## src/rtl/mem_stage_if.sv

```systemverilog
// mem_stage_if: EX/SRAM/WB-facing signals of the memory stage
interface mem_stage_if;
  logic        EX_MEM_valid;
  logic [31:0] EX_pc;
  logic [41:0] EX_mem_bus;
  logic        MEM_allowin;
  logic [31:0] data_sram_rdata;
  logic        data_sram_data_ok;
  logic        WB_allowin;
  logic        MEM_WB_valid;
  logic [31:0] MEM_pc;
  logic [37:0] MEM_rf_bus;
  logic [38:0] MEM_fwd_bus;
  modport master (
    input  EX_MEM_valid, EX_pc, EX_mem_bus, data_sram_rdata, data_sram_data_ok, WB_allowin,
    output MEM_allowin, MEM_WB_valid, MEM_pc, MEM_rf_bus, MEM_fwd_bus
  );
  modport slave (
    output EX_MEM_valid, EX_pc, EX_mem_bus, data_sram_rdata, data_sram_data_ok, WB_allowin,
    input  MEM_allowin, MEM_WB_valid, MEM_pc, MEM_rf_bus, MEM_fwd_bus
  );
endinterface

```

## src/rtl/mem_stage.sv

```systemverilog
// mem_stage: load wait, data alignment and result selection between EX and WB
module mem_stage #(
  parameter logic [31:0] PC_RST = 32'h0000_0000
) (
  input logic         clk,
  input logic         resetn,
  mem_stage_if.master bus
);
  logic        mem_valid, rdata_buf_valid;
  logic [31:0] mem_pc, rdata_buf;
  logic [41:0] mem_bus;
  logic        res_from_mem, rf_we, ld_pend, ready_go, leave;
  logic [2:0]  ld_type;
  logic [4:0]  rf_waddr;
  logic [31:0] alu_result, raw, load_result, rf_wdata;
  logic [1:0]  a;
  logic [7:0]  lb;
  logic [15:0] lh;
  assign {res_from_mem, ld_type, rf_we, rf_waddr, alu_result} = mem_bus;
  assign ld_pend  = mem_valid & res_from_mem;
  assign ready_go = ~ld_pend | bus.data_sram_data_ok | rdata_buf_valid;
  assign leave    = mem_valid & ready_go & bus.WB_allowin;
  assign bus.MEM_allowin  = ~mem_valid | (ready_go & bus.WB_allowin);
  assign bus.MEM_WB_valid = mem_valid & ready_go;
  assign bus.MEM_pc       = mem_pc;
  always_ff @(posedge clk) begin
    if (!resetn) begin
      mem_valid       <= 1'b0;
      mem_pc          <= PC_RST;
      mem_bus         <= '0;
      rdata_buf       <= '0;
      rdata_buf_valid <= 1'b0;
    end else begin
      if (bus.MEM_allowin) mem_valid <= bus.EX_MEM_valid;
      if (bus.EX_MEM_valid && bus.MEM_allowin) begin
        mem_pc  <= bus.EX_pc;
        mem_bus <= bus.EX_mem_bus;
      end
      // leaving MEM wins over capture; a response while buffered is ignored
      if (leave) rdata_buf_valid <= 1'b0;
      else if (ld_pend && bus.data_sram_data_ok && !rdata_buf_valid && !bus.WB_allowin) begin
        rdata_buf       <= bus.data_sram_rdata;
        rdata_buf_valid <= 1'b1;
      end
    end
  end
  always_comb begin
    raw = rdata_buf_valid ? rdata_buf : bus.data_sram_rdata;
    a   = alu_result[1:0];
    lb  = a == 2'd0 ? raw[7:0] : a == 2'd1 ? raw[15:8] : a == 2'd2 ? raw[23:16] : raw[31:24];
    lh  = a[1] ? raw[31:16] : raw[15:0];
    load_result = ld_type == 3'b001 ? {{24{lb[7]}}, lb} :
                  ld_type == 3'b010 ? {{16{lh[15]}}, lh} :
                  ld_type == 3'b011 ? {24'b0, lb} :
                  ld_type == 3'b100 ? {16'b0, lh} : raw;
    rf_wdata = res_from_mem ? load_result : alu_result;
  end
  assign bus.MEM_rf_bus  = {rf_we, rf_waddr, rf_wdata};
  assign bus.MEM_fwd_bus = {ld_pend & ~ready_go, mem_valid & rf_we, rf_waddr, rf_wdata};
endmodule

```

## src/flat_wrapper.sv

```systemverilog
// flat-port wrapper written by rule: the top's interface ports become plain ports
module mem_stage_flat 
#(
  parameter logic [31:0] PC_RST = 32'h0000_0000
)
  (clk, resetn, bus_EX_MEM_valid, bus_EX_pc, bus_EX_mem_bus, bus_data_sram_rdata, bus_data_sram_data_ok, bus_WB_allowin, bus_MEM_allowin, bus_MEM_WB_valid, bus_MEM_pc, bus_MEM_rf_bus, bus_MEM_fwd_bus);
  mem_stage_if bus_i ();
  input logic clk;
  input logic resetn;
  input wire logic [$bits(bus_i.EX_MEM_valid)-1:0] bus_EX_MEM_valid;
  input wire logic [$bits(bus_i.EX_pc)-1:0] bus_EX_pc;
  input wire logic [$bits(bus_i.EX_mem_bus)-1:0] bus_EX_mem_bus;
  input wire logic [$bits(bus_i.data_sram_rdata)-1:0] bus_data_sram_rdata;
  input wire logic [$bits(bus_i.data_sram_data_ok)-1:0] bus_data_sram_data_ok;
  input wire logic [$bits(bus_i.WB_allowin)-1:0] bus_WB_allowin;
  output wire logic [$bits(bus_i.MEM_allowin)-1:0] bus_MEM_allowin;
  output wire logic [$bits(bus_i.MEM_WB_valid)-1:0] bus_MEM_WB_valid;
  output wire logic [$bits(bus_i.MEM_pc)-1:0] bus_MEM_pc;
  output wire logic [$bits(bus_i.MEM_rf_bus)-1:0] bus_MEM_rf_bus;
  output wire logic [$bits(bus_i.MEM_fwd_bus)-1:0] bus_MEM_fwd_bus;
  assign bus_i.EX_MEM_valid = bus_EX_MEM_valid;
  assign bus_i.EX_pc = bus_EX_pc;
  assign bus_i.EX_mem_bus = bus_EX_mem_bus;
  assign bus_i.data_sram_rdata = bus_data_sram_rdata;
  assign bus_i.data_sram_data_ok = bus_data_sram_data_ok;
  assign bus_i.WB_allowin = bus_WB_allowin;
  assign bus_MEM_allowin = bus_i.MEM_allowin;
  assign bus_MEM_WB_valid = bus_i.MEM_WB_valid;
  assign bus_MEM_pc = bus_i.MEM_pc;
  assign bus_MEM_rf_bus = bus_i.MEM_rf_bus;
  assign bus_MEM_fwd_bus = bus_i.MEM_fwd_bus;
  mem_stage #(.PC_RST(PC_RST)) u_core (.clk(clk), .resetn(resetn), .bus(bus_i));
endmodule
```

## config.mk

```make
export PLATFORM = sky130hd
export DESIGN_NAME = mem_stage_flat
export DESIGN_NICKNAME = d
export VERILOG_FILES = /design/src/rtl/mem_stage_if.sv /design/src/rtl/mem_stage.sv /design/src/flat_wrapper.sv
export SDC_FILE = /design/constraint.sdc
export NUM_CORES = 1
export LEC_CHECK = 0
export BUFFER_PORTS_ARGS = -buffer_cell sky130_fd_sc_hd__buf_2
export CAP_MARGIN = 20
export CORE_MARGIN = 4
export CORE_UTILIZATION = 50
export DETAILED_ROUTE_END_ITERATION = 12
export GPL_TIMING_DRIVEN = 0
export PLACE_DENSITY_LB_ADDON = 0.08
export SLEW_MARGIN = 20
export SYNTH_ARGS = -nofsm -noshare
export SYNTH_HDL_FRONTEND = slang
export SYNTH_SLANG_ARGS = --single-unit
export TNS_END_PERCENT = 10
```

## constraint.sdc

```tcl
create_clock -name clk -period 3.7 [get_ports clk]
set_input_delay 0.925 -clock clk [delete_from_list [all_inputs] [get_ports clk]]
set_output_delay 0.925 -clock clk [all_outputs]
set_load 0.005 [all_outputs]
```

Word level (Yosys, flattened, before mapping)
Index checks and enable logic that the tools add are counted. W data, S select, Z words.

$add $sub $neg: 0. Multiply operators: 0. Div/mod/pow operators: 0. Magnitude comparators: 0. Eq/ne operators: 6. Shifts and indexed selects: 0. Multiplexer cells: 10. Bitwise operators: 14. Reductions and logical operators: 9.

Operators by type and width (count): $mux W32 (6); $mux W8 (3); $mux W16 (1); $and A1 B1 Y1 (6); $eq A3 B2 Y1 const B (2); $not A1 Y1 (5); $logic_and A1 B1 Y1 (4); $eq A3 B1 Y1 const B (1); $eq A3 B3 Y1 const B (1); $or A1 B1 Y1 (3); $eq A2 B1 Y1 const B (1); $eq A2 B2 Y1 const B (1); $logic_not A1 Y1 (2); $logic_not A2 Y1 (1); $reduce_and A2 Y1 (1); $reduce_or A2 Y1 (1).

Bits in registers: 108. Latch bits: 0. Bits in writable memories: 0. ROM bits: 0. Word-level logic and storage cells: 44. Memories: 0.

Logic depth before layout (Yosys ltp)
Gate-level depths: netlist of run 1.

Word-level depth: 8. Mapped depth: 8.

Least setup slack after synthesis of run 1
OpenSTA, ideal clock, no wires.

Path kind: input-to-output. From: input port bus_data_sram_rdata[31]. To: output port bus_MEM_rf_bus[15]. Data arrival time: 2.509 ns. Path slack: 0.266 ns. Cell stages on the path: 6. Path buffers: 2. Cell sequence: mux2_4 > mux4_2 > a21bo_1 > buf_6 > o32a_1 > buf_4.

Word-level cells in the longest chain between the ends: 7. Elaborated cells between the ends (all ways): 10.

RTL lines: start: declaration (RTL line flat_wrapper.sv:13) `input wire logic [$bits(bus_i.data_sram_rdata)-1:0] bus_data_sram_rdata;`; $mux W32 * (RTL line mem_stage.sv:48) `raw = rdata_buf_valid ? rdata_buf : bus.data_sram_rdata;`; $mux W16 (RTL line mem_stage.sv:51) `lh = a[1] ? raw[31:16] : raw[15:0];`; $mux W32 (RTL line mem_stage.sv:55) `ld_type == 3'b100 ? {16'b0, lh} : raw;`; $mux W32 (RTL line mem_stage.sv:54) `ld_type == 3'b011 ? {24'b0, lb} :`; $mux W32 (RTL line mem_stage.sv:53) `ld_type == 3'b010 ? {{16{lh[15]}}, lh} :`; $mux W32 * (RTL line mem_stage.sv:52) `load_result = ld_type == 3'b001 ? {{24{lb[7]}}, lb} :`; $mux W32 * (RTL line mem_stage.sv:56) `rf_wdata = res_from_mem ? load_result : alu_result;`; end: declaration (RTL line flat_wrapper.sv:19) `output wire logic [$bits(bus_i.MEM_rf_bus)-1:0] bus_MEM_rf_bus;`.

Every way passes the cells marked *; elsewhere a longest branch is shown, timed or not.

Worst setup path in the final report of run 1
From: input port bus_data_sram_rdata[23]. To: output port bus_MEM_rf_bus[15].

Word-level cells in the longest chain between the ends: 6.

RTL lines: $mux W32 (RTL line mem_stage.sv:48); $mux W8 (3 in series) (RTL line mem_stage.sv:50) `lb = a == 2'd0 ? raw[7:0] : a == 2'd1 ? raw[15:8] : a == 2'd2 ? raw[23:16] : raw[31:24];`; $mux W32 (RTL line mem_stage.sv:52); $mux W32 (RTL line mem_stage.sv:56).

No other way between the ends.

==> impl_metrics.yaml, run 1 <==
outcome:
  status: "finished, violations left"
  failed_checks: "negative setup slack"
clocking:
  cts_sinks: 108
  cts_root_buffer: "clkbuf_16"
  cts_made_buffers: 9
  clk_latency_ns: 0.35
  cts_tree: "yes"
  postCtsHoldBufs: 0
  cts_max_level: 3
  clockBufferDepth: 2
  path_clk_slew_ns: 0.07
synthesis:
  synthTopCellsByArea: "dfxtp_1, a21oi_1, nand3_1"
  ys_seq_area_share_pct: 36.94
  yosys.area.top_type: "dfxtp_1"
  synthFlopType: "dfxtp_1"
  synth-edff-count: 0
  synthArstFlopShare_pct: 0
  synth_area_mm2: 0.005853
  synth_nets: 872
  avgSynthCellArea_um2: 7.691
  synth_cell_types: 52
  synth_seq_cells: 108
  yosys.area.top_type_share_pct: 36.94
  synth_cells: 761
  synth-warning-count: 0
floorplan:
  die_w_um: 116.2
  dieArea_mm2: 0.01350
  io_pins: 222
  start_util_pct: 51.26
  row_count: 39
  die_y_um: 116.2
  core-area_mm2: 0.01142
timing:
  setup_ws_ns: -0.006537
  skew_ns: 0.005209
  slew_violations: 0
  hold_ws_ns: 0.4519
  timing.final.setup_violations: 1
  worstMarginPinSlew_ns: 0.5808
  tns_ns: -0.006537
  finalCritPeriodShare_pct: 100.2
  finalHoldViolCount: 0
  period_needed_ns: 3.707
  slew_headroom_pct: 61.20
  rsz0062_at_grt: "true"
  fmax_mhz: 269.8
worst_setup_path:
  cpMostUsedCell: "buf_2"
  critPathMaxFanout: 8
  critPathArrivalTime_ns: 2.78
  cp-startpoint: "bus_data_sram_rdata[23]"
  path_class: "input pin to output pin"
  reg2reg_depth: 8
  required_ns: 2.77
  cp-start-kind: "input pin"
  path_buf_inv: 4
  cpMaxStageDelayCell: "mux4_2"
  cp.depth: 8
  worstSetupEndpointType: "output pin"
  max_stage_delay_ns: 0.53
  cp_top_family: "multiplexers"
  regToRegStartpoint: "u_core.rdata_buf_valid$_SDFFE_PP0P_"
  cp_cell_sequence: "buf_2 > mux2_4 > mux4_2 > a21bo_1 > buf_6 > o32a_1 > buf_4 > buf_2"
  reg2reg_slack_ns: 1.57
  reg2reg_to: "u_core.mem_bus[39]$_SDFFE_PN0P_"
  critPathCapture: "bus_MEM_rf_bus[15]"
detailed_routing:
  firstDrtPassIters: 6
  drc_errors: 0
  dr.first_iter.drc_count: 532
  wire_per_inst_um: 16.58
  vias: 6352
  viasPerCell: 5.577
  wl_mm: 18.89
  ant_nets: 0
power:
  ir_drop_uv: 359.6
  p_clk_share_pct: 32.6
  swShare_pct: 28.50
  pwr-share-seq_pct: 45.6
  internal_power_mw: 1.946
  p_sw_mw: 0.7756
  total_leakage_power_nw: 3.305
  power_density_mw_per_mm2: 366.2
  combPwrFrac_pct: 21.8
  finalPower_mw: 2.722
placement:
  placed_cells: 1125
  place_ws_ns: -0.07674
  io_buffer_count: 221
  dp_hpwl_mm: 14.72
  finalWeightedCongestion: 0.9684
  place_area_mm2: 0.007138
global_routing:
  antenna_found_initial: 0
  grt_pass1_vias: 5700
  grt_max_degree: 17
  grt_pass1_wl_mm: 28.92
  track_usage_pct: 27.23
  grt-ovfl-total: 0
final_layout:
  final_nets: 1104
  layout_commonest_cell: "buf_2"
  area_delta_synth_final_pct: 26.98
  drive_above_1_share_pct: 31.93
  final_cell_mix: "buf_2, a21oi_1, dfxtp_1"
  utilization_pct: 65.09
  diodes: 0
  design_area_mm2: 0.007432
  n_fill_cell: 1094
  regArea_mm2: 0.002163
  multiInputGateArea_mm2: 0.002974
  fin_cells: 1139
hold_path:
  hold_class: "flip-flop to flip-flop"
flow_run:
  drv_cap: 0
[timing repair]
| item | CTS | global route |
|---|---|---|
| pin swaps | 2 | 0 |
| setup endpoints to repair | 3 | 44 |
| setup buffers | 1 | 0 |
| hold endpoints to repair | 0 | 0 |
| resized for setup | 3 | 12 |
[cells by family after synthesis]
kind of cell	share of synthesized area, %
buffers and inverters	12.61
adder cells (fa/ha/maj)	0.1710
XOR/XNOR	0.1497
AO/OA/AOI/OAI	26.72
flip-flops	36.94
AND/OR/NAND/NOR	15.41
multiplexers	7.995
[cell usage after synthesis, types with 5 or more instances]
master,number
nand3_1,78
o22a_1,8
o22ai_1,6
a2bb2oi_1,5
mux2_2,22
inv_1,32
clkbuf_1,66
mux2i_1,16
dfxtp_1,108
buf_4,43
nand2_1,76
and3_1,7
a21oi_1,125
a22oi_1,5
nor2b_1,8
nor2_1,7
o21ai_0,77
o221ai_1,20
[worst min path at each step]
| stage | startpoint | to | slack (ns) | depth (start not counted) |
|---|---|---|---|---|
| 2_1_floorplan | u_core.rdata_buf[0]$_SDFFE_PN0P_ | u_core.rdata_buf[0]$_SDFFE_PN0P_ | 0.43 | 2 |
| 3_3_place_gp | u_core.rdata_buf[20]$_SDFFE_PN0P_ | u_core.rdata_buf[20]$_SDFFE_PN0P_ | 0.44 | 2 |
| 3_5_place_dp | u_core.rdata_buf[1]$_SDFFE_PN0P_ | u_core.rdata_buf[1]$_SDFFE_PN0P_ | 0.45 | 2 |
| 4_1_cts | u_core.rdata_buf[1]$_SDFFE_PN0P_ | u_core.rdata_buf[1]$_SDFFE_PN0P_ | 0.46 | 2 |
| 5_1_grt | u_core.rdata_buf[2]$_SDFFE_PN0P_ | u_core.rdata_buf[2]$_SDFFE_PN0P_ | 0.47 | 2 |
| 6_report | u_core.rdata_buf[1]$_SDFFE_PN0P_ | u_core.rdata_buf[1]$_SDFFE_PN0P_ | 0.45 | 2 |
[power by group through the flow]
stage	logic [mW]	registers, mW	clock network (mW)
6_report	0.593	1.24	0.889
5_1_grt	0.653	1.25	0.952
3_5_place_dp	0.584	1.27	0
4_1_cts	0.589	1.24	0.903
3_3_place_gp	0.582	1.27	0
2_1_floorplan	0.336	1.26	0
[registers in the layout, summed over array words and instances (netlist names)]
name	flops
u_core.mem_bus	42
u_core.bus.MEM_pc	32
u_core.rdata_buf_valid	1
u_core.rdata_buf	32
u_core.mem_valid	1
[metal layers]
metal	routed length (um)	global-route usage, %	up-vias
li1	-	-	3127
met1	7948	36.59	2928
met2	8913	43.88	266
met3	1667	6.788	31
met4	358	7.270	0
met5	0	0	-
[layout make-up]
class	instances	share of cell area (%)
clock buffer	11	3.131
sequential	108	29.11
multi-input combinational	504	40.02
timing repair buffer	222	14.98
clock inverter	3	0.3367
tap	143	2.407
buffer	115	8.350
inverter	33	1.667
[tightest hold or removal path: cells and delay by family, from the launching register on]
| family | cells | cell delay [ns] |
|---|---|---|
| AO/OA/AOI/OAI | 1 | 0.05 |
| flip-flops | 1 | 0.31 |
| AND/OR/NAND/NOR | 1 | 0.05 |
Power figures use the tool's default switching activity.
==> run 2, diff against run 1 <==
--- a/config.mk
+++ b/config.mk
@@ -7,8 +7,10 @@
 export LEC_CHECK = 0
 export BUFFER_PORTS_ARGS = -buffer_cell sky130_fd_sc_hd__buf_2
 export CAP_MARGIN = 20
+export CELL_PAD_IN_SITES_DETAIL_PLACEMENT = 2
+export CELL_PAD_IN_SITES_GLOBAL_PLACEMENT = 2
 export CORE_MARGIN = 4
-export CORE_UTILIZATION = 50
+export CORE_UTILIZATION = 27
 export DETAILED_ROUTE_END_ITERATION = 12
 export GPL_TIMING_DRIVEN = 0
 export PLACE_DENSITY_LB_ADDON = 0.08
==> run 2 against run 1 <==
Net effect: clock skew rose by 0.0022 ns; design area is 3.6% higher; register-to-register slack got worse by 0.21 ns; worst hold slack gained 0.0062 ns; worst setup slack better by 0.014 ns; core utilization decreased by 29 points; die area increased by 78%; the flow now finishes without violations; sequential power hardly changed; wire length grew 36%; via count increased by 0.41%; count of clock-buffer cells in the layout unchanged; sequential share of layout area is 1.0 points lower; critical endpoint unchanged.
==> impl_metrics.yaml, run 2 (same netlist as run 1, synthesis figures left out) <==
clocking:
  cts_root_buffer: "clkbuf_16"
  cts_made_buffers: 9
  cts_tree: "yes"
  cts_max_level: 3
  clockBufferDepth: 2
  clk_latency_ns: 0.36
  path_clk_slew_ns: 0.07
  cts_sinks: 108
detailed_routing:
  ant_nets: 0
  vias: 6378
  dr.first_iter.drc_count: 317
  wl_mm: 25.62
  drc_errors: 0
  firstDrtPassIters: 5
  met2_length_mm: 12.07
  top_layer: "met5"
  wl_met1_mm: 11.98
  wire_per_inst_um: 20.08
  viasPerCell: 4.998
  dr_wl_met3_mm: 1.287
final_layout:
  drive_above_1_share_pct: 33.47
  final_cell_mix: "buf_2, a21oi_1, dfxtp_1"
  design_area_mm2: 0.007697
  final_nets: 1104
  largest-register: "u_core.mem_bus"
  area_delta_synth_final_pct: 31.51
  largest_register_ffs: 42
  utilization_pct: 36.39
  layout_commonest_cell: "buf_2"
worst_setup_path:
  max_stage_delay_ns: 0.53
  reg2reg_to: "u_core.rdata_buf[27]$_SDFFE_PN0P_"
  worstSetupEndpointType: "output pin"
  required_ns: 2.77
  regToRegStartpoint: "u_core.rdata_buf_valid$_SDFFE_PP0P_"
  cpMaxStageDelayCell: "mux4_2"
  path_class: "input pin to output pin"
  reg2reg_depth: 6
  cp-start-kind: "input pin"
  critPathMaxFanout: 8
  reg2reg_slack_ns: 1.36
  critPathArrivalTime_ns: 2.77
  cpMostUsedCell: "buf_2"
  cp_cell_sequence: "buf_2 > mux2_2 > mux4_2 > a21bo_4 > o32a_1 > buf_4 > buf_2"
timing:
  worstMarginPinSlew_ns: 0.6843
  tns_ns: 0
  slew_headroom_pct: 54.38
  period_needed_ns: 3.693
  fmax_mhz: 270.8
  finalHoldViolCount: 0
  timing.final.setup_violations: 0
  slew_violations: 0
  finalCritPeriodShare_pct: 99.80
  skew_ns: 0.007414
  rsz0062_at_grt: "true"
floorplan:
  io_pins: 222
  core-area_mm2: 0.02115
  row_count: 53
  dieArea_mm2: 0.02410
  die_w_um: 155.2
  die_y_um: 155.2
  start_util_pct: 27.67
placement:
  io_buffer_count: 221
  finalWeightedCongestion: 0.8227
  dp_hpwl_mm: 20.08
  place_area_mm2: 0.007303
global_routing:
  track_usage_pct: 20.58
  grt_pass1_vias: 6733
  antenna_found_initial: 4
  grt_pass1_wl_mm: 39.10
  grt_max_degree: 18
  grt-ovfl-total: 0
hold_path:
  hold_end: "u_core.rdata_buf[2]$_SDFFE_PN0P_"
  min_from: "u_core.rdata_buf[2]$_SDFFE_PN0P_"
  hold_class: "flip-flop to flip-flop"
  hold_depth: 2
flow_run:
  drv_cap: 0
power:
  ir_drop_uv: 173.6
  power_density_mw_per_mm2: 378.0
  total_leakage_power_nw: 3.351
outcome:
  status: "completed"
## run 2: cell types whose count changed in the layout (fill, tap and decap cells not counted), sizes merged
cell | before | now
diode | 0 | 3
clkbuf | 77 | 75
buf | 271 | 273
clkinv | 2 | 1
bufinv | 0 | 1
clkinvlp | 0 | 2
## run 2: how the worst max path moves through the flow
| stage | depth (start not counted) | startpoint | slack, ns | end |
|---|---|---|---|---|
| 2_1_floorplan | 6 | bus_data_sram_rdata[31] | 0.27 | bus_MEM_rf_bus[15] |
| 3_3_place_gp | 8 | bus_data_sram_rdata[23] | -0.13 | bus_MEM_rf_bus[15] |
| 3_5_place_dp | 8 | bus_data_sram_rdata[23] | -0.13 | bus_MEM_rf_bus[15] |
| 4_1_cts | 7 | bus_data_sram_rdata[31] | -0.0009 | bus_MEM_rf_bus[15] |
| 5_1_grt | 7 | bus_data_sram_rdata[15] | -0.04 | bus_MEM_rf_bus[15] |
| 6_report | 7 | bus_data_sram_rdata[15] | 0.007 | bus_MEM_rf_bus[15] |
## run 2: timing repair
item / in CTS / in global routing
resized for setup: 17 / 10
hold buffers: 0 / 0
setup endpoints to repair: 45 / 34
setup buffers: 3 / 0
pin swaps: 2 / 0
gates cloned: 0 / 0
## run 2: stage by stage
step | setup slack (ns) | power [mW] | hold WS, ns | std cells
2_1_floorplan | 0.2662 | 1.598 | 0.4329 | 761
3_3_place_gp | -0.1331 | 1.889 | 0.4404 | 1257
3_5_place_dp | -0.1284 | 1.896 | 0.4506 | 1257
4_1_cts | -0.0009450 | 2.952 | 0.4614 | 1274
5_1_grt | -0.04267 | 3.060 | 0.4852 | 1275
6_report | 0.007241 | 2.909 | 0.4582 | 1276
## run 2: worst max-delay path, delay by kind of cell
family | cells | cell delay, ns
mux | 2 | 0.81
compound gates | 2 | 0.62
buf+inv | 3 | 0.41
## run 2: area by class of cell
cell class | instances | area [um2]
inverter | 33 | 123.9
buffer | 113 | 609.3
multi-input combinational | 504 | 3009
timing repair buffer | 224 | 1129
clock inverter | 5 | 58.81
fill | 2539 | 13460
sequential | 108 | 2163
clock buffer | 11 | 252.7
tap | 275 | 344.1
antenna | 3 | 7.507
## run 2: metal layers
layer	up-vias	track usage [%]
met5	-	0
met4	4	4.252
met3	19	4.033
met2	140	34.60
met1	3091	27.57
li1	3124	-
## run 2: power by group
part | leakage [nW] | switching, mW | internal, mW
registers | 0.884 | 0.0310 | 1.21
clock network | 0.148 | 0.471 | 0.564
logic | 2.32 | 0.349 | 0.282
